===== config.mk =====
export PLATFORM = sky130hd
export DESIGN_NAME = io_timer_irq
export DESIGN_NICKNAME = d
export VERILOG_FILES = /design/src/rtl/io_timer_irq.sv
export SDC_FILE = /design/constraint.sdc
export NUM_CORES = 1
export LEC_CHECK = 0
export CAP_MARGIN = 10
export CORE_MARGIN = 1.5
export CORE_UTILIZATION = 52
export DETAILED_ROUTE_END_ITERATION = 16
export GPL_TIMING_DRIVEN = 0
export PLACE_DENSITY = 0.89
export SYNTH_ARGS = -nofsm -noshare
export SYNTH_HDL_FRONTEND = slang
export SYNTH_SLANG_ARGS = --single-unit

===== constraint.sdc =====
create_clock -name clk -period 2.6 [get_ports clk]
set_input_delay 0.26 -clock clk [delete_from_list [all_inputs] [get_ports clk]]
set_output_delay 0.26 -clock clk [all_outputs]
set_load 0.005 [all_outputs]

===== src/rtl/io_timer_irq.sv =====
// io_timer_irq: memory-mapped 16-bit down-counter timer and irq/nmi source on the cpu6502 bus.
// Latency: register writes land on the clk edge of write_next; reads are combinational; irq/nmi lag their cause by one clk.
// Backpressure: none; the CPU bus never stalls, and tick_en alone gates counting.
//
// Ports:
//   clk, reset_n               clock, asynchronous active-low reset
//   tick_en                    count qualifier (CPU clock enable)
//   address                    current CPU address, selects data_o / cs
//   address_next, write_next   next-cycle write target and strobe
//   data_i                     CPU write data
//   cs, data_o                 window hit and read data for address
//   irq, nmi                   registered interrupt lines to the CPU
//
// Register window at BASE_ADDR (8 bytes):
//   +0 CTRL   {3'b0, sw_nmi, sw_irq, tie, cont, run}
//   +1 CNT_LO w: latch[7:0]; r: counter[7:0], snapshots counter[15:8]
//   +2 CNT_HI w: latch[15:8] and load counter; r: snapshot
//   +3 STATUS r: {7'b0, tflag}; w: bit0 clears tflag
//   +4 PRESC  prescaler reload (only with IO_TIMER_PRESCALE_EN)
// Optional feature macro: IO_TIMER_PRESCALE_EN enables the 8-bit prescaler.

module io_timer_irq #(
    parameter logic [15:0] BASE_ADDR   = 16'hbff8,
    parameter logic [15:0] RESET_LATCH = 16'hffff
) (
    input  logic        clk,
    input  logic        reset_n,
    input  logic        tick_en,
    input  logic [15:0] address,
    input  logic [15:0] address_next,
    input  logic        write_next,
    input  logic [7:0]  data_i,
    output logic        cs,
    output logic [7:0]  data_o,
    output logic        irq,
    output logic        nmi
);

    typedef enum logic {
        ST_STOP = 1'b0,
        ST_RUN  = 1'b1
    } state_t;

    state_t      state;
    state_t      state_next;

    logic        cont;
    logic        tie;
    logic        sw_irq;
    logic        sw_nmi;
    logic        tflag;
    logic        tflag_next;
    logic [15:0] latch;
    logic [15:0] counter;
    logic [15:0] cnt_next;
    logic [7:0]  hi_snap;
    logic [7:0]  presc_rd;

    logic        tick_eff;
    logic        underflow;

    // Write decode on the next-cycle address.
    logic        wr_win;
    logic        wr_ctrl;
    logic        wr_lo;
    logic        wr_hi;
    logic        wr_stat;

    assign wr_win  = write_next && (address_next[15:3] == BASE_ADDR[15:3]);
    assign wr_ctrl = wr_win && (address_next[2:0] == 3'd0);
    assign wr_lo   = wr_win && (address_next[2:0] == 3'd1);
    assign wr_hi   = wr_win && (address_next[2:0] == 3'd2);
    assign wr_stat = wr_win && (address_next[2:0] == 3'd3);

    assign cs = (address[15:3] == BASE_ADDR[15:3]);

`ifdef IO_TIMER_PRESCALE_EN
    logic       wr_presc;
    logic [7:0] presc;
    logic [7:0] pc;

    assign wr_presc = wr_win && (address_next[2:0] == 3'd4);

    // Free-running prescaler: one effective tick each time pc is found at 0,
    // giving a period of presc+1 tick_en pulses.
    always_ff @(posedge clk or negedge reset_n) begin
        if (!reset_n) begin
            presc <= 8'h00;
            pc    <= 8'h00;
        end else if (wr_presc) begin
            presc <= data_i;
            pc    <= data_i;
        end else if (tick_en) begin
            if (pc == 8'h00) begin
                pc <= presc;
            end else begin
                pc <= pc - 8'd1;
            end
        end
    end

    assign tick_eff = tick_en && (pc == 8'h00);
    assign presc_rd = presc;
`else
    assign tick_eff = tick_en;
    assign presc_rd = 8'h00;
`endif

    assign underflow = (state == ST_RUN) && tick_eff && (counter == 16'h0000);

    always_ff @(posedge clk or negedge reset_n) begin
        if (!reset_n) begin
            state <= ST_STOP;
        end else begin
            state <= state_next;
        end
    end

    // Priority, lowest to highest: counting, CTRL write, STATUS clear, CNT_HI load.
    always_comb begin
        state_next = state;
        cnt_next   = counter;
        tflag_next = tflag;

        if ((state == ST_RUN) && tick_eff) begin
            if (counter == 16'h0000) begin
                tflag_next = 1'b1;
                if (cont) begin
                    cnt_next = latch;
                end else begin
                    cnt_next   = 16'h0000;
                    state_next = ST_STOP;
                end
            end else begin
                cnt_next = counter - 16'd1;
            end
        end

        if (wr_ctrl) begin
            state_next = data_i[0] ? ST_RUN : ST_STOP;
            // Stopping on the underflow edge leaves the counter at 0 rather than reloading.
            if (!data_i[0] && underflow) begin
                cnt_next = counter;
            end
        end

        // An underflow on the same edge as a clear keeps the flag set.
        if (wr_stat && data_i[0] && !underflow) begin
            tflag_next = 1'b0;
        end

        if (wr_hi) begin
            cnt_next   = {data_i, latch[7:0]};
            tflag_next = 1'b0;
        end
    end

    always_ff @(posedge clk or negedge reset_n) begin
        if (!reset_n) begin
            cont    <= 1'b0;
            tie     <= 1'b0;
            sw_irq  <= 1'b0;
            sw_nmi  <= 1'b0;
            tflag   <= 1'b0;
            latch   <= RESET_LATCH;
            counter <= RESET_LATCH;
            hi_snap <= 8'h00;
            irq     <= 1'b0;
            nmi     <= 1'b0;
        end else begin
            tflag   <= tflag_next;
            counter <= cnt_next;
            if (wr_ctrl) begin
                cont   <= data_i[1];
                tie    <= data_i[2];
                sw_irq <= data_i[3];
                sw_nmi <= data_i[4];
            end
            if (wr_lo) begin
                latch[7:0] <= data_i;
            end
            if (wr_hi) begin
                latch[15:8] <= data_i;
            end
            // Reading CNT_LO freezes the high byte so a following CNT_HI read is coherent.
            if (cs && (address[2:0] == 3'd1)) begin
                hi_snap <= counter[15:8];
            end
            irq <= (tflag & tie) | sw_irq;
            nmi <= sw_nmi;
        end
    end

    always_comb begin
        data_o = 8'h00;
        if (cs) begin
            case (address[2:0])
                3'd0:    data_o = {3'b000, sw_nmi, sw_irq, tie, cont, (state == ST_RUN)};
                3'd1:    data_o = counter[7:0];
                3'd2:    data_o = hi_snap;
                3'd3:    data_o = {7'b0000000, tflag};
                3'd4:    data_o = presc_rd;
                default: data_o = 8'h00;
            endcase
        end
    end

endmodule

==> flow_metrics.env <==
export IMPL_status="completed"
export IMPL_final_setup_tns_ns=0
export IMPL_cp_num_buf_inv=2
export IMPL_fillers=403
export IMPL_max_vdd_ir_drop_mv=0.289
export IMPL_total_power_mw=1.32
export IMPL_setup_viol=0
export IMPL_ys_ff_latch=48
export IMPL_track_usage_pct=26.9
export IMPL_power_leakage_nw=1.47
export IMPL_grt_max_degree=38
export IMPL_hp_class="primary input to register"
export IMPL_wl_per_cell_um=17.5
export IMPL_clock_sinks=48
export IMPL_syn_inst=292
export IMPL_synthesis_area_mm2=0.00283
export IMPL_dp_hpwl_um=5640
export IMPL_root_buffer="clkbuf_8"
export IMPL_hold_worst_slack_ns=0.333
export IMPL_drive_above_1_share_pct=25.3
export IMPL_cts_reportedPaths_clkPinSlew_ns=0.08
export IMPL_slew_headroom_pct=56.4
export IMPL_vias_per_cell=5.92
export IMPL_layout_common_cells="clkdlybuf4s50_1 (49), nand2_1 (39), dfstp_2 (32)"
export IMPL_cp_required_ns=2.34
export IMPL_yosys_warnings=0
export IMPL_initial_utilization_pct=54.6
export IMPL_p_per_area_mw_per_mm2=372
export IMPL_crit_path_frequent_cell="clkdlybuf4s50_1"
export IMPL_crit_slowest_cell="clkdlybuf4s50_1"
export IMPL_vias=2498
export IMPL_setup_ws_ns=0.167
export IMPL_floorplan_die_area_mm2=0.00589
export IMPL_dpl_instance_area_mm2=0.00344
export IMPL_synth_cell_type_count=55
export IMPL_dp_cells=414
export IMPL_num_nets_final=397
export IMPL_instances_no_fill=422
export IMPL_yosysSeqAreaShare_pct=43.9
export IMPL_finalWeightedCongestion=0.961
export IMPL_async_flop_share_pct=100
export IMPL_core_rowCount=26
export IMPL_coreArea_mm2=0.00517
export IMPL_cap_violations=0
export IMPL_area_growth_pct=25.6
export IMPL_drtIter0Drc=114
export IMPL_ios=55
export IMPL_cp_max_fo=9
export IMPL_rsz0062_at_grt="false"
export IMPL_ant_nets=0
export IMPL_die_w_um=76.7
export IMPL_port_buffers=51
export IMPL_gr_total_overflow=0
export IMPL_synthesis_nets=338
export IMPL_tritoncts="done"
export IMPL_synth_edf_count=0
export IMPL_regArea_mm2=0.00124
export IMPL_slew_viol_final=0
export IMPL_fmax_mhz=411
export IMPL_finalCriticalPeriod_ns=2.43
export IMPL_synth_main_ff_cell="dfstp_2"
export IMPL_grt_pass1_wl_um=12400
export IMPL_dpl_worst_slack_ns=0.0566
export IMPL_hold_viol=0
export IMPL_path_delay_family="simple AND/OR/NAND/NOR gates"
export IMPL_syn_avg_cell_area_um2=9.68
export IMPL_tightest_slew_ns=0.648
export IMPL_cp_end_kind="primary output"
export IMPL_drc_errors=0
export IMPL_fin_worst_skew_ns=0.00290
export IMPL_final_util_pct=68.7
export IMPL_crit_type="primary input to primary output"
export IMPL_post_route_period_util_pct=93.6
export IMPL_antenna_found_initial=0
export IMPL_fp_dieH_um=76.7
export IMPL_numCtsBuffers=5
export IMPL_fin_area_mm2=0.00355
export IMPL_n_antenna_cell=0
export IMPL_cp_slowest_stage_delay_ns=0.50
export IMPL_clock_latency_ns=0.30
export IMPL_layout_commonest_cell="clkdlybuf4s50_1"
export IMPL_cp_cell_sequence="clkdlybuf4s50_1, nand4_1, nor4_2, nand3b_1, or2_2, nor2_1, clkdlybuf4s50_1"
export IMPL_grt_pass1_vias=2499
export IMPL_cp_start_kind="primary input"
export IMPL_h_tree_depth=2
export IMPL_crit_arrival_ns=2.17
export IMPL_first_pass_iters=4
export IMPL_wl_um=7390
export IMPL_cts_max_path_buffers=2
export IMPL_multiInputGateArea_mm2=0.00143
==> state kept, by name, summed over array words and instances, names as in the netlist <==
| signal | count |
|---|---|
| sw_nmi | 1 |
| cont | 1 |
| nmi | 1 |
| irq | 1 |
| hi_snap | 8 |
| sw_irq | 1 |
| tie | 1 |
| state | 1 |
| counter | 16 |
| latch | 16 |
| tflag | 1 |
==> worst register-to-register path, stage by stage (launching register included) <==
cell and delay [ns]:
dfstp_2 0.59, inv_1 0.11, ha_1 0.24, nor3b_1 0.17, and4_1 0.21, buf_6 0.13
a21oi_1 0.40, and3_1 0.24, a21oi_1 0.05, o21ai_0 0.17
==> metal layers <==
metal  vias to the layer above  track usage (%)  part of all wire, %
met5                         -                0                    0
met4                         0             7.96                  1.0
met3                         8             5.71                  7.0
met2                        92             45.1                   49
met1                      1221             35.0                   43
li1                       1177                -                    -
==> cells in the mapped netlist, drive strengths merged (3+ instances only) <==
master	number	area share, %
a22oi	3	0.80
a311oi	3	0.93
nand2	39	5.2
o2bb2ai	5	1.5
dfstp	32	30
nor3	9	1.8
nor2	23	3.1
dfrtp	16	14
clkbuf	11	2.4
a22o	3	0.97
nand3b	3	0.80
nand3	8	1.4
nand4	9	2.0
a21o	5	1.6
buf	8	2.4
a211oi	3	0.80
nor2b	3	0.66
a21oi	18	3.2
nor4	9	3.7
o21ai	23	4.1
mux2i	5	1.8
inv	7	0.93
mux2	21	8.4
==> timing repair <==
item	in CTS	in global routing
buffers inserted	0	0
setup endpoints to repair	0	8
hold buffers	1	0
endpoints found under the hold margin	1	0
gates resized for setup	0	2
==> path summary, 6_finish.rpt <==
kind	depth (start not counted)	slack, ns	to	from
max in group asynchronous	3	1.67	latch[3]	reset_n
setup reg to reg	9	0.23	counter[4]	counter[0]
hold reg to reg	0	0.43	nmi	sw_nmi
min in group asynchronous	2	0.38	cont	reset_n
setup / recovery	7	0.17	data_o[4]	address[6]
hold / removal	2	0.33	tflag	address_next[1]
==> report_power, final <==
| part | total, mW | switching [mW] | internal, mW |
|---|---|---|---|
| registers | 0.749 | 0.000227 | 0.749 |
| clock network | 0.458 | 0.243 | 0.215 |
| logic | 0.115 | 0.0485 | 0.0663 |
| total | 1.32 | 0.292 | 1.03 |
==> logic make-up after synthesis <==
family	count (synthesis)	synth area share, %
AO/OA/AOI/OAI	70	16.1
XOR/XNOR	2	0.620
adder cells (fa/ha/maj)	2	0.885
buffers and inverters	26	5.71
flip-flops	48	43.9
multiplexers	26	10.1
AND/OR/NAND/NOR	118	22.7
==> final cells by class <==
type	count	share of cell area (%)
Tap cell	70	2.47
Multi-Input combinational cell	218	40.3
Clock inverter	2	0.423
Clock buffer	6	2.33
Inverter	7	0.740
Buffer	18	3.66
Timing Repair Buffer	53	15.2
Sequential cell	48	35.0
Power figures use the tool's default switching activity.
